<file path="src/rtl/load_align_pkg.sv">
// Shared length codes for memory access sizes.
package load_align_pkg;
  localparam logic [1:0] MA_LEN_1B = 2'd0;
  localparam logic [1:0] MA_LEN_2B = 2'd1;
  localparam logic [1:0] MA_LEN_4B = 2'd2;
endpackage

</file>
<file path="src/rtl/load_align_if.sv">
// Load request descriptor in, aligned/extended load result out.
interface load_align_if;
  logic        load;
  logic        stall;
  logic [1:0]  len;
  logic        uns;
  logic [1:0]  addr_lo;
  logic        flush;
  logic [31:0] rdata;
  logic [31:0] rd_data;
  logic        rd_valid;

  modport master (
    output load, stall, len, uns, addr_lo, flush, rdata,
    input  rd_data, rd_valid
  );

  modport slave (
    input  load, stall, len, uns, addr_lo, flush, rdata,
    output rd_data, rd_valid
  );
endinterface

</file>
<file path="src/rtl/load_align.sv">
// Aligns and sign/zero-extends load data, merging two word reads for misaligned loads.
// Latency: 1 cycle aligned, 2 cycles misaligned; no backpressure (upstream stall splits accesses).
module load_align
  import load_align_pkg::*;
(
  input  logic         clk,
  input  logic         rst,
  load_align_if.slave  bus
);

  typedef enum logic [1:0] {K_NONE, K_SINGLE, K_HI, K_LO} kind_t;

  kind_t       kind_q, kind_d;
  logic [1:0]  len_q;
  logic [1:0]  off_q;
  logic        uns_q;
  logic [31:0] hi_q;

  logic [63:0] src;
  logic [4:0]  sh;
  logic [31:0] raw;
  logic [31:0] ext;
  logic        sgn;

  // Flush drops the HI history too, so the next access can never pair as LO.
  always_comb begin
    kind_d = K_NONE;
    if (bus.flush || !bus.load) begin
      kind_d = K_NONE;
    end else if (bus.stall) begin
      kind_d = K_HI;
    end else if (kind_q == K_HI) begin
      kind_d = K_LO;
    end else begin
      kind_d = K_SINGLE;
    end
  end

  always_ff @(posedge clk or posedge rst) begin
    if (rst) begin
      kind_q <= K_NONE;
      len_q  <= 2'd0;
      uns_q  <= 1'b0;
      off_q  <= 2'd0;
      hi_q   <= 32'd0;
    end else begin
      kind_q <= kind_d;
      len_q  <= bus.load ? bus.len     : 2'd0;
      uns_q  <= bus.load ? bus.uns     : 1'b0;
      off_q  <= bus.load ? bus.addr_lo : 2'd0;
      if (kind_q == K_HI) begin
        hi_q <= bus.rdata;
      end
    end
  end

  always_comb begin
    src = (kind_q == K_LO) ? {hi_q, bus.rdata} : {32'd0, bus.rdata};
    sh  = {off_q, 3'b000};
    raw = 32'(src >> sh);
    ext = raw;
    sgn = 1'b0;
    case (len_q)
      MA_LEN_1B: begin
        sgn = ~uns_q & raw[7];
        ext = {{24{sgn}}, raw[7:0]};
      end
      MA_LEN_2B: begin
        sgn = ~uns_q & raw[15];
        ext = {{16{sgn}}, raw[15:0]};
      end
      MA_LEN_4B: ext = raw;
      default:   ext = raw;
    endcase
  end

  always_comb begin
    bus.rd_valid = ((kind_q == K_SINGLE) || (kind_q == K_LO)) && !bus.flush;
    bus.rd_data  = bus.rd_valid ? ext : 32'd0;
  end

endmodule

</file>
<file path="src/flat_wrapper.sv">
// flat-port wrapper written by rule: the top's interface ports become plain ports
module load_align_flat import load_align_pkg::*;
  (clk, rst, bus_load, bus_stall, bus_len, bus_uns, bus_addr_lo, bus_flush, bus_rdata, bus_rd_data, bus_rd_valid);
  load_align_if bus_i ();
  input  logic clk;
  input  logic rst;
  input wire logic [$bits(bus_i.load)-1:0] bus_load;
  input wire logic [$bits(bus_i.stall)-1:0] bus_stall;
  input wire logic [$bits(bus_i.len)-1:0] bus_len;
  input wire logic [$bits(bus_i.uns)-1:0] bus_uns;
  input wire logic [$bits(bus_i.addr_lo)-1:0] bus_addr_lo;
  input wire logic [$bits(bus_i.flush)-1:0] bus_flush;
  input wire logic [$bits(bus_i.rdata)-1:0] bus_rdata;
  output wire logic [$bits(bus_i.rd_data)-1:0] bus_rd_data;
  output wire logic [$bits(bus_i.rd_valid)-1:0] bus_rd_valid;
  assign bus_i.load = bus_load;
  assign bus_i.stall = bus_stall;
  assign bus_i.len = bus_len;
  assign bus_i.uns = bus_uns;
  assign bus_i.addr_lo = bus_addr_lo;
  assign bus_i.flush = bus_flush;
  assign bus_i.rdata = bus_rdata;
  assign bus_rd_data = bus_i.rd_data;
  assign bus_rd_valid = bus_i.rd_valid;
  load_align u_core (.clk(clk), .rst(rst), .bus(bus_i));
endmodule
</file>
<file path="config.mk">
export PLATFORM = sky130hd
export DESIGN_NAME = load_align_flat
export DESIGN_NICKNAME = d
export VERILOG_FILES = /design/src/rtl/load_align_pkg.sv /design/src/rtl/load_align_if.sv /design/src/rtl/load_align.sv /design/src/flat_wrapper.sv
export SDC_FILE = /design/constraint.sdc
export NUM_CORES = 1
export LEC_CHECK = 0
export CAP_MARGIN = 20
export CORE_AREA = 4 4 77 79
export CTS_CLUSTER_DIAMETER = 30
export DETAILED_ROUTE_END_ITERATION = 6
export DIE_AREA = 0 0 81 83
export PLACE_DENSITY = 0.89
export SYNTH_ARGS = -nofsm -noshare
export SYNTH_HDL_FRONTEND = slang
export SYNTH_SLANG_ARGS = --single-unit
</file>
<file path="constraint.sdc">
create_clock -name clk -period 2.3 [get_ports clk]
set_input_delay 0.23 -clock clk [delete_from_list [all_inputs] [get_ports clk]]
set_output_delay 0.23 -clock clk [all_outputs]
set_load 0.1 [all_outputs]
</file>
-- After elaboration in Yosys (flattened, before gate mapping)
Index checks and enable logic that the tools add are counted.
- register bits: 39
- bits of input ports: 42
- output and inout port bits: 33
- logic and storage cells: 28
- eq/ne operators: 4
- shifts and indexed selects: 1
- muxes and demuxes: 9
- bitwise gates (word level): 3
- reduce and logical (&&, ||, !) cells: 6
- operator list (kind ; count):
    $mux 64 ; 1
    $pmux 32 s2 ; 1
    $shr 64x5->32 ; 1
    $mux 32 ; 1
    $mux 2 ; 5
    $eq 2x1->1 const B ; 2
    $eq 2x2->1 const B ; 2
    $and 1x1->1 ; 2
    $logic_not 1->1 ; 2
    $logic_not 2->1 ; 1
    $logic_or 1x1->1 ; 2
    $logic_and 1x1->1 ; 1
    $mux 1 ; 1
    $not 1->1 ; 1

-- Longest topological paths before layout
- depth in word-level cells: 6
- gate-level depth with buffers: 7
- gate-level depth less buffers: 5

-- Worst setup path before layout
No wires, ideal clock.
- path type: register to output
- start point: reg u_core.off_q[0]
- end point: out bus_rd_data[26]
- arrival: 3262 ps
- required time: 2070 ps
- path slack: -1192 ps
- cell stages (with the launch flop): 7
- buffers on the path: 3
- cell sequence: dfrtp_1 -> buf_6 -> buf_2 -> buf_2 -> a31oi_1 -> o221a_2 -> nor3_1
- word-level cells in the longest chain between the ends: 4
- elaborated cells between the ends (all ways): 5
- those cells by class: 1 x shift; 2 x mux; 2 x bitwise
- ends and longest elaborated chain (what ; line ; source):
    start: declaration ; load_align.sv:15 ; logic [1:0] off_q;
    start signal: assignment ; load_align.sv:50 ; off_q <= bus.load ? bus.addr_lo : 2'd0;
    $shr 64x5->32 (*) ; load_align.sv:60 ; raw = 32'(src >> sh);
    $and 1x1->1, on equally long branches ; load_align.sv:69, load_align.sv:65 ;
    $pmux 32 s2 (*) ; load_align.sv:63 ; case (len_q)
    $mux 32 (*) ; load_align.sv:79 ; bus.rd_data = bus.rd_valid ? ext : 32'd0;
    end: declaration ; flat_wrapper.sv:14 ; output wire logic [$bits(bus_i.rd_data)-1:0] bus_rd_data;
Mark *: on every way between the ends. The rest lies on a longest branch, timed or not.

-- Worst setup path after layout
- start point: reg u_core.kind_q[0]
- end point: out bus_rd_data[24]
- word-level cells in the longest chain between the ends: 6
- elaborated cells between the ends (all ways): 10
- those cells by class: 2 x eq/ne; 1 x shift; 3 x mux; 2 x bitwise; 2 x reduce/logical
- ends and longest elaborated chain (what ; line ; source):
    start: declaration ; load_align.sv:13 ; kind_t kind_q, kind_d;
    start signal: assignment ; load_align.sv:47 ; kind_q <= kind_d;
    $eq 2x2->1 ; load_align.sv:58, load_align.sv:78 ;
    $mux 64 ; load_align.sv:58 ; src = (kind_q == K_LO) ? {hi_q, bus.rdata} : {32'd0, bus.rdata};
    $shr 64x5->32 ; load_align.sv:60 ;
    $and 1x1->1, on equally long branches ; load_align.sv:69, load_align.sv:65 ;
    $pmux 32 s2 ; load_align.sv:63 ;
    $mux 32 (*) ; load_align.sv:79 ;
Marks and branches as above.

==> results.md <==
- Startpoint Class: flop
- Clock skew: 0.00463 ns
- Worst Hold Class: in2async
- Pins Over Slew Limit: 0
- Failing checks: negative setup slack
- Place WS: -0.144 ns
- Tightest Pin Transition: 0.511 ns
- Sequential share of power: 36.6%
- Most frequent CP cell: buf_12
- DR iter-0 viols: approximately 140
- DRC: 0
- Distinct cells, synth: 32
- Area leader, netlist: dfrtp_1
- Reg-to-reg setup timing slack: between 0.4 and 0.5 ns
- Endpoints failing setup: 23
- Overflow after GRT: 0
- CTS Root Cell: clkbuf_8
- Post-synth net total: around 270
- Syn. warnings: 0
- Antenna violations before repair: 0
- Worst skew pair latency: 0.29 ns
- Storage cell area: 777 µm²
- Net Sw Power: 620 µW
- Vias per cell: 5.82
- Worst path slowest cell: mux4_2
- Fillers: between 300 and 400
- Mean Syn Cell Area: 10.7 µm²
- Yosys reg bits: 31
- WP buf/inv: 3
- Final GP Congestion: 0.788
- Worst slew margin: about two thirds
- Total global-route track usage: between 20% and 30%
- # rows: 27
- Die Ht: 83 µm
- P_int: 1.35 mW
- Crit-path max cell delay: 0.51 ns
- Hold-fix buffers at CTS: 0
- RSZ-0062 raised after global routing: yes
- Sw Share: 31.5%
- Min cycle time layout: ~2.4 ns
- Maxcap violations: 0
- Via count: approximately 2.2k
- Layout area overhead: 67.7%
- CTS buffer count: 5
- Top cells by area, synth: dfrtp_1, mux2_2, mux2i_1, mux4_2, nor2b_1
- Synth Cell Area: 2400 µm²
- Final setup margin: -0.147 ns
- Async S/R FF share, synth: 100%
- Area of the multi-input gates: between 1500 and 2000 µm²
- Worst vdd rail ir drop: roughly 0.48 mV
- DRT Pass-1 Iters: 4
- Vias in the first global route: 2363
- Commonest cells in the netlist: dfrtp_1, mux2i_1, mux2_2, nand2_1, nor2b_1
- Nets: 348
- Worst EP arrival: 2.22 ns
- Largest net degree at the start of global routing: 32
- Max H-tree Level: 2
- Detail Route Antenna Nets: 0
- DR WL/cell: between 15 and 20 µm
- Fmax: between 0.4 and 0.5 GHz
- CTS tree: done
- Die area: 6720 µm²
- Tcrit/Tclk final: 106%
- Clock Sinks: 31
- Ys flop type: dfrtp_1
- Layout cells sized above 1: 44.0%
- Core Util, Final: between 70 and 80%
- Clock transition at path regs: 0.07 ns
- Crit path capture type: output pin
- Outcome: finished, violations left
- Post-DP HPWL: between 4000 and 5000 µm
- First-pass GRT wire length: 12100 µm
- Sequential share of the synthesized area: 32.4%
- CTS Buffer Depth: 2
- Crit-path cells: and3_4 > mux4_2 > a221oi_4 > buf_12 > buf_12 > nor3_4 > buf_12
- Delay-heaviest family, CP: multiplexers
- Leakage dissipation: 1.57 nW
- Crit path kind: reg2out
- Pwr dens: 489 nW/µm²
- Combinational share of power: between 30% and 40%
- I/O Pins: 75
- Die width: 81 µm
- Worst EP required: 2.07 ns
- Most frequent cell after synthesis: dfrtp_1
- Final hold violations: 0
- Final WL: 7540 µm
- Syn Inst Count: 224
- Crit Path Max Fanout: 8
- I/O Buffers: between 70 and 80
- Top-area cell type share of the netlist area: between 30% and 40%
- Core ar.: 5340 µm²
- Starting Density: between 40% and 50%
- EDFF count, synth: 0
- Clock power share: around 29%
- Number of diodes: 0
flip-flops by register name (all words and copies together) (netlist names):
name,count
u_core.uns_q,1
u_core.len_q,2
u_core.off_q,2
u_core.hi_q,24
u_core.kind_q,2
cell type report:
cell class	count	share of cell area, %
multi-input cells	168	41.9
clock inverters	2	0.872
inverters	3	0.280
flip-flops and latches	31	19.3
repair buffers	97	33.3
well taps	72	2.24
clock buffers	6	2.06
timing repair:
item,CTS,global route
pin swaps,19,1
gates resized for setup,14,1
endpoints found under the setup margin,24,24
cloned,2,0
setup buffers,6,3
placed cells by master (no fill, tap or decap), types with 2 or more instances in the layout:
cell type         n
clkdlybuf4s50_1  41
buf_12           37
dfrtp_1          30
mux2i_1          25
mux2_2           24
buf_4            17
nor2b_1          15
nand2_1          15
and2_1           12
mux4_2            9
o221a_2           8
nor3_4            8
o221ai_1          8
nor2_4            8
a31oi_1           7
a211o_1           7
a31o_4            7
clkbuf_8          6
nor2_1            4
inv_1             3
nand2b_1          2
through the flow:
step	std cells	total power, mW	area [µm²]	hold WS [ns]	TNS, ns
global route	379	2.05	4020	0.350	-3.47
global placement	360	1.30	3660	0.489	-1.00
finish	379	1.97	4020	0.310	-2.17
floorplan	224	1.11	2500	0.296	-1.31
detailed placement	360	1.33	3660	0.499	-1.63
CTS	376	1.94	3990	0.327	-2.16
power by group through the flow:
stage               Combinational, mW  Clock [mW]  Sequential, mW
floorplan                       0.412           0           0.699
global placement                0.588           0           0.716
detailed placement              0.601           0           0.725
CTS                             0.664       0.569           0.712
global route                    0.723       0.599           0.731
finish                          0.682       0.564           0.720
path summary, 6_finish.rpt:
kind,startpoint,to,cells after the start
min in group clk,bus_stall,u_core.kind_q[0],2
worst max register to register,u_core.kind_q[0],u_core.hi_q[23],5
worst min register to register,u_core.hi_q[16],u_core.hi_q[16],1
max in group asynchronous,rst,u_core.off_q[0],3
worst min-delay path,rst,u_core.hi_q[3],3
worst max-delay path,u_core.kind_q[0],bus_rd_data[24],7
worst reg2reg max path, stage by stage (launching register included):
cell	delay (ns)
dfrtp_1	0.38
buf_4	0.13
buf_4	0.13
and2b_1	0.50
buf_12	0.22
mux2_2	0.35
kinds of logic after synthesis:
group	count (synthesis)	synth area share, %
AO/OA/AOI/OAI	40	15.2
buffers and inverters	25	5.48
flip-flops	31	32.4
multiplexers	58	30.2
AND/OR/NAND/NOR	70	16.7
per-layer routing:
layer / global-route usage, % / part of all wire [%] / up-vias / wire (µm)
li1: - / - / 1010 / -
met1: 28.9 / 38 / 1085 / 2900
met2: 40.0 / 52 / 99 / 3930
met3: 4.45 / 7.5 / 13 / 565
met4: 8.45 / 2.1 / 0 / 157
met5: 0 / 0 / - / 0
(Power assumes the default switching activity.)
==> RTL edit: new RTL, config.mk and constraints unchanged <==
Re-encode `kind_t` (4 values) as one-hot, 4 bits wide.
--- a/src/rtl/load_align.sv
+++ b/src/rtl/load_align.sv
@@ -8,7 +8,7 @@
   load_align_if.slave  bus
 );
 
-  typedef enum logic [1:0] {K_NONE, K_SINGLE, K_HI, K_LO} kind_t;
+  typedef enum logic [3:0] {K_NONE = 4'b0001, K_SINGLE = 4'b0010, K_HI = 4'b0100, K_LO = 4'b1000} kind_t;
 
   kind_t       kind_q, kind_d;
   logic [1:0]  len_q;
Formal check against the unedited RTL: no difference found for any inputs over 10 cycles, from zero or initial values and one cycle with rst high; not proved beyond that.
==> RTL edit against the unedited design <==
The run still ends with negative setup slack left. Worst setup slack gained 0.018 ns. Total power shrank 2.1%. Final area grew 4.9%. Routed wire length grew 17%. Area after synthesis grew 7.1%. Core utilization grew 3.7 points. Via count grew 18%. Sequential cell count grew 2. Largest cell class unchanged. Highest routed layer unchanged.
==> RTL edit: results (changes against the unedited design) <==
* RR Endpoint: u_core.hi_q[16]$_DFFE_PP0N_
* Max transition margin at 69.8% (+3.9 points)
* Final cell count without fillers at 417 (+10%)
* Share of cells above drive strength 1 at 45.2% (+1.2 points)
* Met2 wire length at 4610 um (+18%)
* Worst Reg2Reg Path Length in Cells at 4 (-1)
* Fin Setup TNS at -1.95 ns (+0.216 ns)
* Post-DP HPWL at 5920 um (+25%)
* Largest net degree at the start of global routing at 34 (+6.3%)
* Multi-input gate area at 1830 um^2 (+8.8%)
* Pre-CTS WS at -0.0253 ns (+0.119 ns)
* CP max FO at 10 (+2)
* # fillers at 314 (-11%)
* M1 wire length at 3280 um (+13%)
* Global-route track usage on met1 at 32.0% (+3.0 points)
* Net count after synthesis at 303 (+14%)
* Compound-Gate Fraction of Synth Area at 14.7% (-0.57 points)
* Failing checks: negative setup slack
* Status: complete, but fails checks
* Initial DRC count at 218 (+57%)
* Post-CTS resize count at 15 (+1)
* First-pass GRT wire length at 13,500 um (+11%)
* Setup Viol. Count Final at 24 (+4.3%)
* Met2 track demand over resource at 44.4% (+4.3 points)
* Setup ws final at -0.129 ns (+0.0177 ns)
* Number of detailed-route iterations in the first pass at 5 (+1)
* CP max stage cell: or4b_4
* Commonest cells post-synth: dfrtp_1, mux2_2, mux2i_1, o21ai_0, o211ai_1
* Avg WL per Cell at 21.2 um (+6.4%)
* Largest stage delay, worst path at 0.60 ns (+0.09 ns)
## RTL edit: cell count changes in the layout (fill, tap and decap cells not counted), sizes merged, moves of 7 or more
cell and delta:
nor3 -7, mux2 +7, nand3 +8, o221ai -8, nor2 +7, o221a -8, nor3b +9, o211ai +23
nor2b -13, o21ai +23, a21oi +8, nand2b +7
## RTL edit: power groups by stage
| stage | sequential (mW) | combinational [mW] | clock (mW) |
|---|---|---|---|
| 2_1_floorplan | 0.753 | 0.346 | 0 |
| 3_3_place_gp | 0.772 | 0.503 | 0 |
| 3_5_place_dp | 0.785 | 0.529 | 0 |
| 4_1_cts | 0.775 | 0.539 | 0.579 |
| 5_1_grt | 0.793 | 0.599 | 0.601 |
| 6_report | 0.782 | 0.561 | 0.579 |
## RTL edit: layout make-up
cell class	count	share of cell area (%)
multi-input combinational	199	43.5
timing repair buffer	100	31.4
sequential	33	19.7
tap	72	2.14
clock buffer	7	2.05
clock inverter	1	0.713
inverter	5	0.564
